[src/rtl/mem_responder_if.sv]
// mem_responder_if
//   Request/response bundle between a core's data-memory port and
//   mem_responder.
//
//   Handshake: the requester holds Req high with WE/Addr/WriteData/Size
//   stable; the responder captures them on the first rising edge where it is
//   idle and Req = 1. After that edge the requester may change or drop every
//   request signal. Exactly one Ready pulse, lasting one cycle, answers each
//   captured request, and ReadData/Err are meaningful only while Ready = 1.
//   Busy is high from the cycle after capture through the Ready cycle.
//
//   Signals:
//     Req        request valid
//     WE         1 = store, 0 = load
//     Addr       byte address
//     WriteData  store data, right-aligned
//     Size       RV32I funct3 (000 b, 001 h, 010 w, 100 bu, 101 hu)
//     Ready      one-cycle response strobe
//     ReadData   load result
//     Err        request faulted
//     Busy       responder not idle
interface mem_responder_if;
  logic        Req;
  logic        WE;
  logic [31:0] Addr;
  logic [31:0] WriteData;
  logic [2:0]  Size;
  logic        Ready;
  logic [31:0] ReadData;
  logic        Err;
  logic        Busy;

  modport master (
    output Req, WE, Addr, WriteData, Size,
    input  Ready, ReadData, Err, Busy
  );

  modport slave (
    input  Req, WE, Addr, WriteData, Size,
    output Ready, ReadData, Err, Busy
  );
endinterface

[src/rtl/mem_responder.sv]
// mem_responder
//   Word-organised data RAM behind a Req/Ready handshake. One load or store
//   is accepted at a time; WAIT wait states are inserted before the access,
//   which performs RV32I byte/halfword/word lane steering and load sign/zero
//   extension. Every output is registered.
//
//   Parameters:
//     DEPTH  RAM size in 32-bit words (power of two, >= 4)
//     WAIT   wait-state cycles before the access completes (0..15)
//
//   Ports:
//     clk        clock, rising edge
//     reset      synchronous, active-high
//     bus        mem_responder_if.slave (request in, response out)
//     dbg_state  current FSM state (0 IDLE, 1 WAIT, 2 RESP)
module mem_responder #(
  parameter int DEPTH = 64,
  parameter int WAIT  = 2
) (
  input  logic            clk,
  input  logic            reset,
  mem_responder_if.slave  bus,
  output logic [1:0]      dbg_state
);

  localparam int          AW       = $clog2(DEPTH);
  localparam logic [3:0]  WAIT_CNT = 4'(WAIT);

  typedef enum logic [1:0] {
    ST_IDLE = 2'd0,
    ST_WAIT = 2'd1,
    ST_RESP = 2'd2
  } state_e;

  state_e          state_q, state_d;
  logic [3:0]      cnt_q, cnt_d;
  logic            we_q, we_d;
  // Only the bits that select a word and a lane are kept; higher address
  // bits alias by design.
  logic [AW+1:0]   addr_q, addr_d;
  logic [31:0]     wdata_q, wdata_d;
  logic [2:0]      size_q, size_d;
  logic            ready_q, ready_d;
  logic [31:0]     rdata_q, rdata_d;
  logic            err_q, err_d;

  logic [31:0]     mem [DEPTH];

  logic [AW-1:0]   idx;
  logic [31:0]     word;
  logic [7:0]      byte_lane;
  logic [15:0]     half_lane;
  logic            fault;
  logic [3:0]      be;
  logic [31:0]     st_data;
  logic [31:0]     ld_val;
  logic            access;
  logic            mem_we;

  assign idx  = addr_q[AW+1:2];
  assign word = mem[idx];

  // Access decode from the captured request.
  always_comb begin
    fault     = 1'b0;
    be        = 4'b0000;
    st_data   = 32'h0;
    ld_val    = 32'h0;
    byte_lane = 8'h0;

    case (addr_q[1:0])
      2'd0:    byte_lane = word[7:0];
      2'd1:    byte_lane = word[15:8];
      2'd2:    byte_lane = word[23:16];
      default: byte_lane = word[31:24];
    endcase
    half_lane = addr_q[1] ? word[31:16] : word[15:0];

    case (size_q)
      3'b000, 3'b100: begin
        be      = 4'b0001 << addr_q[1:0];
        st_data = {4{wdata_q[7:0]}};
        ld_val  = size_q[2] ? {24'h0, byte_lane}
                            : {{24{byte_lane[7]}}, byte_lane};
      end
      3'b001, 3'b101: begin
        if (addr_q[0]) begin
          fault = 1'b1;
        end else begin
          be      = addr_q[1] ? 4'b1100 : 4'b0011;
          st_data = {2{wdata_q[15:0]}};
          ld_val  = size_q[2] ? {16'h0, half_lane}
                              : {{16{half_lane[15]}}, half_lane};
        end
      end
      3'b010: begin
        if (addr_q[1:0] != 2'b00) begin
          fault = 1'b1;
        end else begin
          be      = 4'b1111;
          st_data = wdata_q;
          ld_val  = word;
        end
      end
      default: fault = 1'b1;
    endcase
  end

  // The access happens on the edge that leaves WAIT with the counter at 0.
  assign access = (state_q == ST_WAIT) && (cnt_q == 4'd0);
  // reset is folded in because the RAM itself is never reset: a reset edge
  // that lands on the access edge must abort the store.
  assign mem_we = access && we_q && !fault && !reset;

  always_comb begin
    state_d = state_q;
    cnt_d   = cnt_q;
    we_d    = we_q;
    addr_d  = addr_q;
    wdata_d = wdata_q;
    size_d  = size_q;
    ready_d = 1'b0;
    rdata_d = rdata_q;
    err_d   = err_q;

    case (state_q)
      ST_IDLE: begin
        if (bus.Req) begin
          we_d    = bus.WE;
          addr_d  = bus.Addr[AW+1:0];
          wdata_d = bus.WriteData;
          size_d  = bus.Size;
          cnt_d   = WAIT_CNT;
          state_d = ST_WAIT;
        end
      end
      ST_WAIT: begin
        if (cnt_q != 4'd0) begin
          cnt_d = cnt_q - 4'd1;
        end else begin
          state_d = ST_RESP;
          ready_d = 1'b1;
          err_d   = fault;
          rdata_d = (fault || we_q) ? 32'h0 : ld_val;
        end
      end
      ST_RESP: begin
        state_d = ST_IDLE;
        rdata_d = 32'h0;
        err_d   = 1'b0;
      end
      default: state_d = ST_IDLE;
    endcase
  end

  always_ff @(posedge clk) begin
    if (reset) begin
      state_q <= ST_IDLE;
      cnt_q   <= 4'd0;
      we_q    <= 1'b0;
      addr_q  <= '0;
      wdata_q <= 32'h0;
      size_q  <= 3'b000;
      ready_q <= 1'b0;
      rdata_q <= 32'h0;
      err_q   <= 1'b0;
    end else begin
      state_q <= state_d;
      cnt_q   <= cnt_d;
      we_q    <= we_d;
      addr_q  <= addr_d;
      wdata_q <= wdata_d;
      size_q  <= size_d;
      ready_q <= ready_d;
      rdata_q <= rdata_d;
      err_q   <= err_d;
    end
  end

  // RAM: per-lane writes, contents intentionally not reset.
  always_ff @(posedge clk) begin
    if (mem_we) begin
      for (int i = 0; i < 4; i++) begin
        if (be[i]) mem[idx][8*i +: 8] <= st_data[8*i +: 8];
      end
    end
  end

  assign bus.Ready    = ready_q;
  assign bus.ReadData = rdata_q;
  assign bus.Err      = err_q;
  assign bus.Busy     = (state_q != ST_IDLE);
  assign dbg_state    = state_q;

endmodule

[src/flat_wrapper.sv]
// flat-port wrapper written by rule: the top's interface ports become plain ports
module mem_responder_flat 
#(
  parameter int DEPTH = 64,
  parameter int WAIT  = 2
)
  (clk, reset, dbg_state, bus_Req, bus_WE, bus_Addr, bus_WriteData, bus_Size, bus_Ready, bus_ReadData, bus_Err, bus_Busy);
  mem_responder_if bus_i ();
  input  logic clk;
  input  logic reset;
  output logic [1:0] dbg_state;
  input wire logic [$bits(bus_i.Req)-1:0] bus_Req;
  input wire logic [$bits(bus_i.WE)-1:0] bus_WE;
  input wire logic [$bits(bus_i.Addr)-1:0] bus_Addr;
  input wire logic [$bits(bus_i.WriteData)-1:0] bus_WriteData;
  input wire logic [$bits(bus_i.Size)-1:0] bus_Size;
  output wire logic [$bits(bus_i.Ready)-1:0] bus_Ready;
  output wire logic [$bits(bus_i.ReadData)-1:0] bus_ReadData;
  output wire logic [$bits(bus_i.Err)-1:0] bus_Err;
  output wire logic [$bits(bus_i.Busy)-1:0] bus_Busy;
  assign bus_i.Req = bus_Req;
  assign bus_i.WE = bus_WE;
  assign bus_i.Addr = bus_Addr;
  assign bus_i.WriteData = bus_WriteData;
  assign bus_i.Size = bus_Size;
  assign bus_Ready = bus_i.Ready;
  assign bus_ReadData = bus_i.ReadData;
  assign bus_Err = bus_i.Err;
  assign bus_Busy = bus_i.Busy;
  mem_responder #(.DEPTH(DEPTH), .WAIT(WAIT)) u_core (.clk(clk), .reset(reset), .bus(bus_i), .dbg_state(dbg_state));
endmodule
[config.mk]
export PLATFORM = sky130hd
export DESIGN_NAME = mem_responder_flat
export DESIGN_NICKNAME = d
export VERILOG_FILES = /design/src/rtl/mem_responder_if.sv /design/src/rtl/mem_responder.sv /design/src/flat_wrapper.sv
export SDC_FILE = /design/constraint.sdc
export NUM_CORES = 2
export LEC_CHECK = 0
export CORE_ASPECT_RATIO = 0.5
export CORE_MARGIN = 10
export CORE_UTILIZATION = 60
export CTS_CLUSTER_DIAMETER = 60
export DETAILED_ROUTE_END_ITERATION = 8
export PLACE_DENSITY = 0.82
export SYNTH_ARGS = -nofsm -noshare
export SYNTH_HDL_FRONTEND = slang
export SYNTH_SLANG_ARGS = --single-unit
[constraint.sdc]
create_clock -name clk -period 3.7 [get_ports clk]
set_input_delay 0.37 -clock clk [delete_from_list [all_inputs] [get_ports clk]]
set_output_delay 0.37 -clock clk [all_outputs]
set_load 0.01 [all_outputs]
==> flow_summary.toml <==
[run_status]
status = "finished with violations"
violations = "setup timing"

[sta]
period_share_pct = 103
timing.final.ws_setup_ns = -0.127
setup-tns-final_ns = -2.18
fin_worst_skew_ns = 0.0340
setup_viol = 22
hold_viol = 0
drv_slew = 0
fin_crit_ns = 3.83
holdWs_ns = 0.103
worst_slew_pin_slew_ns = 1.45
slew_headroom_pct = 2.77
max_freq_mhz = 261

[critical_path]
path_common_cell = "buf_12"
crit_fanout = 14
crit_required_ns = 4.35
cp.arrival_ns = 4.48
worst_path_max_delay_cell = "nor4_1"
cp-start-kind = "flop"
worstSetupPathType = "reg2reg"
endpoint_kind = "flop"
crit_chain = "buf_12, buf_12, mux4_2, a22oi_1, a21oi_1, nor4_1, a32o_1, a311o_1, buf_4, a311oi_1"
cp_slowest_stage_delay_ns = 0.96

[yosys]
synth_ff_type = "edfxtp_1"
synth_top_area_share_pct = 73.7
yosysMostFrequentCell = "edfxtp_1"
synthTopCellsByCount = "edfxtp_1 (2,048), mux4_2 (598), nor2_1 (299)"
synth.cell_area_um2 = 83400
synth_area_per_cell_um2 = 21.3
synth_warnings = 0
yosysSeqAreaShare_pct = 75.9
synth_area_leaders = "edfxtp_1 (74%), mux4_2 (16%), dfxtp_1 (2.2%)"
synth_top_area_cell = "edfxtp_1"
synth-async-reset-ratio_pct = 0
netlist_instances = 3919
synth_edf_count = 2048
synth-seq-cells = 2138
synth.distinct_cells = 59
synth_nets = 3992

[min_path]
hold_class = "in2reg"

[clock_tree]
root_buffer = "clkbuf_16"
clock_latency_ns = 0.82
clockBufferDepth = 3
cts-buffers-inserted = 173
tritoncts = "built"
clk_pin_slew_ns = 0.07
cts.sinks = 2138
cts.htree.levels = 4

[global_route]
gr-usage-all-layers_pct = 31.3
first_global_vias = 45900
antenna_found_initial = 19
grt_max_degree = 68
gr-total-overflow = 0
grt_pass1_wl_um = 348000

[floorplanning]
start_util_pct = 60.6
boundaryPins = 108
core_um2 = 138000
dieArea_um2 = 155000
chipHeight_um = 284
row_count = 96
die_w_um = 547

[drt]
num_vias = 46900
viasPerCell = 7.37
first_pass_iters = 7
detail_route.iter0.violations = 8814
wl_um = 249000
wl_per_cell_um = 39.2
ant_nets = 0
route.detailed.drc = 0

[placed_design]
dp.final_hpwl_um = 147000
io_buffers = 83
place_congestion = 0.984

[finish]
drive_gt1_share_pct = 28.9
syn_to_final_growth_pct = 13.5
nets = 4422

[power]
peakVddDrop_uv = 521
clkPwrFrac_pct = 37.6
seq_power_share_pct = 54.5
p_int_w = 0.0381
power.switching_w = 0.0112
leakage_nw = 30.4
p_comb_share_pct = 7.9
powerDensity_nw_per_um2 = 521
swShare_pct = 22.7

[run]
cap_violations = 0
-- flip-flops by register name (all words and copies together), names as in the netlist, named ones only --
name and cells:
u_core.size_q 3, u_core.bus.Ready 1, u_core.dbg_state 2, u_core.we_q 1
u_core.bus.Err 1, u_core.cnt_q 4, u_core.wdata_q 32, u_core.bus.ReadData 32
u_core.mem 2048, u_core.addr_q 8
-- power by group through the flow --
stage	sequential [W]	clock (W)	combinational, W
4_1_cts	0.0269	0.0185	0.00374
2_1_floorplan	0.0274	0	0.00216
3_3_place_gp	0.0274	0	0.00348
5_1_grt	0.0269	0.0193	0.00399
6_report	0.0269	0.0185	0.00391
3_5_place_dp	0.0274	0	0.00362
-- metrics by stage --
stage / cells / cell area [um2] / total power [W] / setup slack [ns] / util, %
floorplan: 3919 / 83400 / 0.0295 / 0.329 / -
global placement: 6027 / 89000 / 0.0309 / 0.0715 / 64.7
detailed placement: 6027 / 89000 / 0.0310 / 0.0387 / 64.7
CTS: 6342 / 94500 / 0.0491 / 0.0203 / 68.7
global route: 6348 / 94700 / 0.0502 / -0.000526 / 68.8
finish: 6357 / 94700 / 0.0493 / -0.127 / 68.8
-- cell families (layout without fill, tap and decap cells) --
family / count (synthesis) / count (layout) / synth area share [%]
and+or+nand+nor: 576 / 576 / 2.84
DFF: 2138 / 2138 / 75.9
muxes: 665 / 665 / 17.2
AOI/OAI and AO/OA: 279 / 279 / 2.38
buffers and inverters: 256 / 823 / 1.62
other: 0 / 9 / 0
adders and majority gates: 2 / 2 / 0.0300
xor gates and xnor gates: 3 / 3 / 0.0315
-- critical path: cells and delay by family, from the launching register on --
kind / cells / cell delay (ns)
AO/OA/AOI/OAI: 5 / 1.11
AND/OR/NAND/NOR: 1 / 0.96
buffers and inverters: 3 / 0.64
multiplexers: 1 / 0.57
flip-flops: 1 / 0.36
-- path summary, 6_finish.rpt --
kind,start,to,slack (ns),cells past startpoint
setup / recovery,flop,u_core.bus.ReadData[29],-0.13,10
hold / removal,bus_WriteData[29],u_core.wdata_q[29],0.10,3
setup reg to reg,flop,u_core.bus.ReadData[29],-0.13,10
hold reg to reg,u_core.wdata_q[17],u_core.wdata_q[17],0.47,2
-- area by class of cell --
class | instances | area, um2
Sequential cell | 2138 | 63300
Fill cell | 7645 | 43000
Multi-Input combinational cell | 1525 | 18900
Clock buffer | 236 | 4720
Timing Repair Buffer | 497 | 4620
Tap cell | 1862 | 2330
Clock inverter | 76 | 724
Inverter | 14 | 52.6
Antenna cell | 9 | 22.5
-- layer usage --
metal | global-route usage, % | share of wire (%) | wire length (um) | up-vias
li1 | - | - | - | 17200
met1 | 39.2 | 31 | 78300 | 23600
met2 | 47.8 | 46 | 114000 | 4977
met3 | 11.9 | 15 | 38200 | 1123
met4 | 16.5 | 7.2 | 17800 | 22
met5 | 0.594 | 0.12 | 295 | -
-- timing repair --
action	in CTS	in global routing
hold buffers	1	0
pin swaps	0	1
endpoints found under the setup margin	4	24
cloned	0	1
gates resized for setup	1	5
endpoints found under the hold margin	1	0
setup buffers	2	4
-- placed cells by master, fill, tap and decap left out, types with 9 or more instances in the layout --
master           instances
a21oi_1                 64
a22o_2                  16
a22oi_1                 90
a2bb2oi_1               15
a311oi_1                16
buf_12                  51
buf_4                  359
bufinv_16               13
clkbuf_1                53
clkbuf_16              179
clkdlybuf4s50_1         82
clkinv_1                36
clkinv_2                19
dfxtp_1                 85
diode_2                  9
edfxtp_1              2048
mux2i_1                 48
mux4_1                  13
mux4_2                 598
nand2_1                197
nand3_1                 12
nor2_1                 296
nor2b_1                 11
o21ai_0                 11
o21ai_1                 12
Note: power is estimated with default switching activity, not from simulation.
